### src/rtl/libstf_pkg.sv
// Shared libstf package: address/size types, the host buffer descriptor,
// the transfer request record and the transfer_splitter FSM state type.
package libstf;

  localparam int unsigned VADDR_BITS          = 48;
  // Host allocations are at most 2^28-1 bytes, so sizes fit a 32-bit interrupt value.
  localparam int unsigned ALLOC_SIZE_BITS     = 28;
  localparam int unsigned TRANSFER_SIZE_BYTES = 4096;

  typedef logic [VADDR_BITS-1:0]      vaddress_t;
  typedef logic [ALLOC_SIZE_BITS-1:0] alloc_size_t;

  typedef struct packed {
    vaddress_t   vaddr;
    alloc_size_t size;
  } buffer_t;

  typedef struct packed {
    vaddress_t   vaddr;
    alloc_size_t len;
    logic        last;
  } transfer_req_t;

  typedef enum logic [1:0] {
    ST_IDLE,
    ST_ISSUE,
    ST_DRAIN,
    ST_DONE
  } splitter_state_t;

endpackage

### src/rtl/transfer_splitter.sv
// transfer_splitter: splits one host buffer descriptor into memory write
// requests of at most TRANSFER_SIZE bytes, limits unacknowledged requests to
// MAX_OUTSTANDING, and reports the buffer's total size once every request
// has been acknowledged.
//
// Ports:
//   aclk, aresetn          clock, asynchronous active-low reset
//   buf_valid/ready/data   buffer descriptor input (vaddr + size)
//   req_valid/ready        request handshake
//   req_vaddr/len/last     current request (registered)
//   ack_valid              one-cycle pulse per completed request
//   done_valid/ready/size  buffer completion (registered)
//   busy                   FSM not idle
//   err_ack                sticky: ack received with nothing outstanding
module transfer_splitter
  import libstf::*;
#(
  parameter int unsigned TRANSFER_SIZE   = TRANSFER_SIZE_BYTES,
  parameter int unsigned MAX_OUTSTANDING = 4
) (
  input  logic        aclk,
  input  logic        aresetn,
  input  logic        buf_valid,
  output logic        buf_ready,
  input  buffer_t     buf_data,
  output logic        req_valid,
  input  logic        req_ready,
  output vaddress_t   req_vaddr,
  output alloc_size_t req_len,
  output logic        req_last,
  input  logic        ack_valid,
  output logic        done_valid,
  input  logic        done_ready,
  output alloc_size_t done_size,
  output logic        busy,
  output logic        err_ack
);

  localparam int unsigned OW = $clog2(MAX_OUTSTANDING + 1);
  localparam logic [OW-1:0] MAX_O = OW'(MAX_OUTSTANDING);
  localparam alloc_size_t   TS    = alloc_size_t'(TRANSFER_SIZE);

  splitter_state_t state_q, state_d;
  transfer_req_t   req_q, req_d;       // req_q.vaddr doubles as the running address
  alloc_size_t     remaining_q, remaining_d;
  alloc_size_t     total_q, total_d;
  logic [OW-1:0]   out_q, out_d;
  logic            req_valid_q, req_valid_d;
  logic            done_valid_q, done_valid_d;
  logic            busy_q, busy_d;
  logic            err_q, err_d;
  logic            live_q;             // holds buf_ready low while in reset

  logic buf_hs, req_hs, ack_ok;

  assign buf_ready  = live_q && (state_q == ST_IDLE);
  assign buf_hs     = buf_valid && buf_ready;
  assign req_hs     = req_valid_q && req_ready;
  assign ack_ok     = ack_valid && (out_q != '0);

  assign req_valid  = req_valid_q;
  assign req_vaddr  = req_q.vaddr;
  assign req_len    = req_q.len;
  assign req_last   = req_q.last;
  assign done_valid = done_valid_q;
  assign done_size  = total_q;
  assign busy       = busy_q;
  assign err_ack    = err_q;

  always_comb begin
    state_d     = state_q;
    req_d       = req_q;
    remaining_d = remaining_q;
    total_d     = total_q;
    out_d       = out_q;
    err_d       = err_q;

    if (ack_valid && (out_q == '0)) err_d = 1'b1;

    if (req_hs && !ack_ok)      out_d = out_q + OW'(1);
    else if (!req_hs && ack_ok) out_d = out_q - OW'(1);

    case (state_q)
      ST_IDLE: begin
        if (buf_hs) begin
          req_d.vaddr = buf_data.vaddr;
          remaining_d = buf_data.size;
          total_d     = buf_data.size;
          out_d       = '0;
          state_d     = (buf_data.size == '0) ? ST_DONE : ST_ISSUE;
        end
      end
      ST_ISSUE: begin
        if (req_hs) begin
          req_d.vaddr = req_q.vaddr + vaddress_t'(req_q.len);
          remaining_d = remaining_q - req_q.len;
          if (req_q.last) state_d = ST_DRAIN;
        end
      end
      ST_DRAIN: begin
        // Uses the post-ack count so done_valid follows the final ack by one cycle.
        if (out_d == '0) state_d = ST_DONE;
      end
      ST_DONE: begin
        if (done_ready) state_d = ST_IDLE;
      end
      default: state_d = ST_IDLE;
    endcase

    // Outputs are registered, so they are computed from the next-state values.
    req_d.len    = (remaining_d > TS) ? TS : remaining_d;
    req_d.last   = (state_d == ST_ISSUE) && (remaining_d <= TS);
    req_valid_d  = (state_d == ST_ISSUE) && (out_d < MAX_O);
    done_valid_d = (state_d == ST_DONE);
    busy_d       = (state_d != ST_IDLE);
  end

  always_ff @(posedge aclk or negedge aresetn) begin
    if (!aresetn) begin
      state_q      <= ST_IDLE;
      req_q        <= '0;
      remaining_q  <= '0;
      total_q      <= '0;
      out_q        <= '0;
      req_valid_q  <= 1'b0;
      done_valid_q <= 1'b0;
      busy_q       <= 1'b0;
      err_q        <= 1'b0;
      live_q       <= 1'b0;
    end else begin
      state_q      <= state_d;
      req_q        <= req_d;
      remaining_q  <= remaining_d;
      total_q      <= total_d;
      out_q        <= out_d;
      req_valid_q  <= req_valid_d;
      done_valid_q <= done_valid_d;
      busy_q       <= busy_d;
      err_q        <= err_d;
      live_q       <= 1'b1;
    end
  end

endmodule

### config.mk
export PLATFORM = sky130hd
export DESIGN_NAME = transfer_splitter
export DESIGN_NICKNAME = d
export VERILOG_FILES = /design/src/rtl/libstf_pkg.sv /design/src/rtl/transfer_splitter.sv
export SDC_FILE = /design/constraint.sdc
export NUM_CORES = 1
export LEC_CHECK = 0
export ABC_AREA = 1
export CORE_MARGIN = 4
export CORE_UTILIZATION = 54
export CTS_BUF_LIST = sky130_fd_sc_hd__clkbuf_8 sky130_fd_sc_hd__clkbuf_16
export DETAILED_ROUTE_END_ITERATION = 10
export PLACE_DENSITY_LB_ADDON = 0.08
export SLEW_MARGIN = 5
export SYNTH_ARGS = -nofsm -noshare
export SYNTH_HDL_FRONTEND = slang
export SYNTH_SLANG_ARGS = --single-unit
### constraint.sdc
create_clock -name aclk -period 3.6 [get_ports aclk]
set_input_delay 0.54 -clock aclk [delete_from_list [all_inputs] [get_ports aclk]]
set_output_delay 0.54 -clock aclk [all_outputs]
set_load 0.03 [all_outputs]
==> results of run 1 <==
[power groups by stage]
stage | Clock, mW | Combinational, mW | Sequential (mW)
after floorplan | 0 | 3.89 | 3.49
after global placement | 0 | 6.84 | 2.81
after detailed placement | 0 | 6.95 | 2.82
after CTS | 1.85 | 7.01 | 2.80
after global routing | 1.93 | 7.83 | 2.89
final | 1.84 | 7.12 | 2.82
[layout make-up]
cell class / count / area, um^2 / share of cell area
inverter: 216 / 813 / 0.0613
clock buffer: 18 / 439 / 0.0331
timing repair buffer: 202 / 2010 / 0.151
tap: 260 / 325 / 0.0245
sequential: 143 / 3580 / 0.270
multi-input combinational: 1160 / 5950 / 0.448
clock inverter: 14 / 156 / 0.0118
[final timing paths]
kind,from,end,slack (ns),depth (start not counted)
max in group asynchronous,aresetn,req_vaddr[15]$_DFFE_PN0P_,2.68,2
max,req_len[0]$_DFF_PN0_,req_vaddr[36]$_DFFE_PN0P_,0.27,15
min,aresetn,req_vaddr[34]$_DFFE_PN0P_,0.08,1
min reg2reg,done_size[1]$_DFFE_PN0P_,done_size[1]$_DFFE_PN0P_,0.47,2
max reg2reg,req_len[0]$_DFF_PN0_,req_vaddr[36]$_DFFE_PN0P_,0.27,15
min in group aclk,done_size[1]$_DFFE_PN0P_,done_size[1]$_DFFE_PN0P_,0.47,2
[repair_timing]
item,4_1_cts,5_1_grt
hold buffers,0,0
gates resized for setup,0,1
hold endpoints to repair,0,0
endpoints found under the setup margin,0,1
[metrics by stage]
stage / utilization / cell area [um^2] / std cells
2_1_floorplan: - / 10500 / 1552
3_3_place_gp: 0.671 / 12700 / 1981
3_5_place_dp: 0.671 / 12700 / 1981
4_1_cts: 0.702 / 13300 / 2013
5_1_grt: 0.702 / 13300 / 2013
6_report: 0.702 / 13300 / 2013
[layout by cell type, fill, tap and decap left out, types with 7 or more instances in the layout]
cell,count
nor2_1,179
clkbuf_16,17
clkdlybuf4s50_1,190
o211ai_1,7
nor3_1,18
dfrtp_1,143
nand3b_1,13
mux2_2,10
ha_1,58
conb_1,16
nand3_1,94
nor2_2,8
o21ai_0,108
xnor2_1,9
buf_4,10
a21oi_1,93
a22oi_1,8
inv_1,205
xor2_1,20
a21o_1,10
nor4_1,10
nand2_1,425
nand4_1,21
inv_2,11
[state kept, by name (all words and copies together), names as in the netlist]
name / cells
done_size: 28
req_last: 1
out_q: 3
live_q: 1
err_ack: 1
done_valid: 1
state_q: 2
busy: 1
remaining_q: 28
req_vaddr: 48
req_len: 28
req_valid: 1
[layer usage]
metal  share of wire  global-route usage  wire, um
met5               0                   0         0
met3           0.091              0.0629      3260
met4           0.024              0.0871       865
met2            0.43               0.478     15300
met1            0.46               0.495     16300
[logic make-up (layout without fill, tap and decap cells)]
family | count (synthesis) | count (layout) | synth area share
AND/OR/NAND/NOR | 784 | 784 | 0.316
AO/OA/AOI/OAI | 261 | 261 | 0.139
buffers and inverters | 249 | 450 | 0.0936
flip-flops | 143 | 143 | 0.342
adder cells (fa/ha/maj) | 60 | 60 | 0.0733
XOR/XNOR | 29 | 29 | 0.0243
multiplexers | 10 | 10 | 0.0108
other | 2 | 16 | 0.000719
[worst reg2reg max path: stages (launching register included)]
cell      delay, ns
dfrtp_1        0.45
ha_1           0.25
inv_1          0.10
fa_1           0.42
inv_1          0.07
nand3_1        0.06
nand2_1        0.10
a21oi_1        0.12
o21bai_1       0.37
a21oi_1        0.18
o21ai_0        0.57
nand2_1        0.15
a21oi_1        0.15
o21ai_0        0.09
nand2_1        0.06
o21ai_0        0.07
==> metrics.txt, run 1 <==
post-synthesis async set-or-reset flop share=1.00; port buffer count=191; Psw=about 6 mW; Die W=147 um; Fillers=1652; Max Root-Sink Buffers=2; largest net degree at the start of global routing=65; share of cells above drive strength 1=0.0513; # DRC=0; first-pass GRT wire length=between 50000 and 60000 um; final WL=35700 um; area delta synth->final=27.0%; Max Cap Viol=0; Final Cycle Share=0.925; FF+latch count, synth=143; total power draw=11.8 mW; FP Rows=50; Diodes inserted=0; vias in the first global route=10300; Synth Area per Inst=about 6.8 um^2; Post-synth EDFFs=0; vias per cell=5.52; worst hold path class=in2async; nets@finish=about 1900; ys flop type=dfrtp_1; worst-path maximum fanout=3; min Tclk post-route=3.33 ns; DR vias=between 10000 and 15000; Setup violations, final=0; critical path's top delay family=compound AO/OA/AOI/OAI gates; ANT nets after route=0; top post-synthesis cells by area=dfrtp_1, nand2_1, inv_1; drt first pass iters=6; Setup Buffers After CTS=0; worst slew pin tran=~0.70 ns; GRT overflow=0; leakage=6.64 nW; CP max stage cell=o21ai_0; Achievable Freq=approximately 300 MHz; setup TNS=0 ns; Pint=just under 6 mW; CTS Buf Count=17; Max H-tree Level=4; VDD IR-drop max=0.000429 V; io pins=192; crit path cell chain=ha_1 > inv_1 > fa_1 > inv_1 > nand3_1 > nand2_1 > a21oi_1 > o21bai_1 > a21oi_1 > o21ai_0 > nand2_1 > a21oi_1 > o21ai_0 > nand2_1 > o21ai_0; crit path DAT=3.63 ns; slack of the critical path=0.271 ns; RSZ-0062 raised after global routing=false; tightest hold margin=0.0836 ns; top-count cell post-synth=nand2_1; clk_skew=about 0.018 ns; CP Class=reg2reg; CP Buf/Inv Count=2; final hold vios=0; Total GRT Usage=0.326; CP Launch Type=flip-flop; synth unique cells=between 40 and 50; worst slack, placed=about 0.31 ns; outcome=finished clean; Synth top cells by count=nand2_1, inv_1, nor2_1; Ys Warns=0; Die Height=147 um; Setup crit end kind=flip-flop; First DRT Iteration DRCs=between 1000 and 1500; CP peak stage delay=~0.57 ns; top-area cell type share of the netlist area=0.342; Initial Util=0.553; Max-slew headroom=0.528; Sw Ratio=0.509; fin. max-slew vios=0; CTS tree=done; Reg power frac=0.240; die area=21600 um^2; Core Area=18900 um^2; Seq/Total Area, Yosys=0.342; Post-Synthesis Cells=1538; synthesized area=10400 um^2; initial antenna violation count=0; Power Dens Cells=888 nW/um^2; Gate power share=0.604; worst skew pair latency=about 0.44 ns; clk sink count=around 140; detailed-placement wirelength estimate=~27000 um; Final GP Congestion=0.985; routed len/inst=17.7 um; Critical Path RT=roughly 3.9 ns; clock slew at reported path FFs=approximately 0.07 ns; root buffer cell=clkbuf_16; Clk pwr share=0.156; leading area contributor after synthesis=dfrtp_1
No activity file was read; power rests on OpenSTA's default activity.
==> run 2, diff against run 1 <==
CTS_CLUSTER_SIZE = 16   (was unset)
==> results of run 2 <==
Final layout, timing and power as in run 1 (identical DEF).
==> run 3, diff against run 2 <==
CORE_MARGIN = unset   (was 4)
==> metrics.txt, run 3 (synthesis results as in run 1) <==
Power Dens Cells=880 nW/um^2; largest net degree at the start of global routing=99; detailed-placement wirelength estimate=between 20000 and 30000 um; number of flip-flops in the largest register=48; CP Launch Type=flip-flop; min Tclk post-route=3.24 ns; drt first pass iters=6; clock slew at reported path FFs=0.07 ns; fin. max-slew vios=0; outcome=finished clean; Die Height=141 um; worst slew pin tran=0.944 ns; Die W=141 um; clk_skew=0.0169 ns; Diodes inserted=0; Final Cycle Share=0.899; Max H-tree Level=4; setup TNS=0 ns; Total GRT Usage=0.350; routed len/inst=17.2 um; io pins=192; final WL=34500 um; Max Cap Viol=0; Max Root-Sink Buffers=2; # DRC=0; leakage=~6.6 nW; Setup crit end kind=flip-flop; Critical Path RT=3.93 ns; RSZ-0062 raised after global routing=false; tightest hold margin=approximately 0.17 ns; port buffer count=approximately 190; die area=around 20000 um^2; nets@finish=1882; Initial Util=0.555; initial antenna violation count=0; worst-path maximum fanout=3; commonest non-fill, non-tap cells in the layout=nand2_1, inv_1, clkdlybuf4s50_1, nor2_1, dfrtp_1; Setup violations, final=0; First DRT Iteration DRCs=1059; Inst Count DP=1981; most common cell after layout, fill and taps aside=nand2_1; share of cells above drive strength 1=0.0519; vias per cell=5.50; Achievable Freq=between 300 and 400 MHz; vias in the first global route=around 10000; final hold vios=0; GRT overflow=0; first-pass GRT wire length=53500 um; Finished Layout Cells=a little over 2000; worst hold path class=in2async; Setup Buffers After CTS=0; CTS Buf Count=17; ANT nets after route=0; VDD IR-drop max=approximately 0.00043 V; Core Area=18800 um^2; root buffer cell=clkbuf_16; worst skew pair latency=0.44 ns; crit path DAT=approximately 3.6 ns; area delta synth->final=26.8%; CTS Hold Buffers Added=0; CP Class=reg2reg; Final GP Congestion=about 1; DR vias=11100; clk sink count=143; CTS tree=done; Max-slew headroom=0.371; FP Rows=50
==> run 3: layer usage <==
metal | up-vias | GRT usage | wire length, um
met5 | - | 0 | 0
met4 | 0 | 0.104 | 622
met3 | 51 | 0.0666 | 3000
met2 | 500 | 0.518 | 15000
met1 | 5147 | 0.517 | 15900
li1 | 5380 | - | -
==> run 3: worst max-delay path: stages (launching register included) <==
cell and delay (ns):
dfrtp_1 0.42, ha_1 0.28, inv_1 0.11, fa_1 0.43, inv_1 0.09, nand3_1 0.06, nand2_1 0.11, a21oi_1 0.13
o21bai_1 0.35, nand3_1 0.13, nand2_1 0.18, nand2_1 0.07, nand2_1 0.15, nand2_1 0.12, nand2_1 0.16, nand2_1 0.07
nand2_1 0.06, nand3_1 0.07, nand2_1 0.10, nand2_1 0.04
==> run 3: per-stage QoR <==
| stage | worst slack [ns] | power, mW | instance area [um^2] | util |
|---|---|---|---|---|
| detailed placement | 0.259 | 9.72 | 12700 | 0.673 |
| global placement | 0.343 | 9.61 | 12700 | 0.673 |
| finish | 0.362 | 11.7 | 13200 | 0.703 |
| CTS | 0.208 | 11.5 | 13200 | 0.703 |
| global route | 0.0252 | 12.5 | 13200 | 0.703 |
| floorplan | 0.864 | 7.39 | 10500 | - |
==> run 3: area by class of cell <==
cell class | count | area (um^2)
clock inverters | 15 | 148
flip-flops and latches | 143 | 3580
inverters | 216 | 813
well taps | 260 | 325
multi-input cells | 1160 | 5950
repair buffers | 202 | 2010
fillers | 1626 | 5590
clock buffers | 17 | 425
==> run 3: path summary, 6_finish.rpt <==
path	start	to	slack, ns	depth (start not counted)
min	aresetn	req_vaddr[39]$_DFFE_PN0P_	0.17	1
min in group aclk	done_size[0]$_DFFE_PN0P_	done_size[0]$_DFFE_PN0P_	0.47	2
max	req_len[0]$_DFF_PN0_	req_vaddr[40]$_DFFE_PN0P_	0.36	19
max in group asynchronous	aresetn	req_vaddr[16]$_DFFE_PN0P_	2.65	2
max reg2reg	req_len[0]$_DFF_PN0_	req_vaddr[40]$_DFFE_PN0P_	0.36	19
min reg2reg	done_size[0]$_DFFE_PN0P_	done_size[0]$_DFFE_PN0P_	0.47	2
==> run 3: what timing repair did <==
item                       CTS  global route
resized for setup            0             3
hold endpoints to repair     0             0
setup endpoints to repair    0             7
==> run 3: power breakdown <==
group | leakage (nW) | internal, mW | switching (mW)
combinational | 4.59 | 2.52 | 4.54
sequential | 1.75 | 2.22 | 0.594
clock | 0.274 | 0.972 | 0.815
total | 6.62 | 5.71 | 5.95
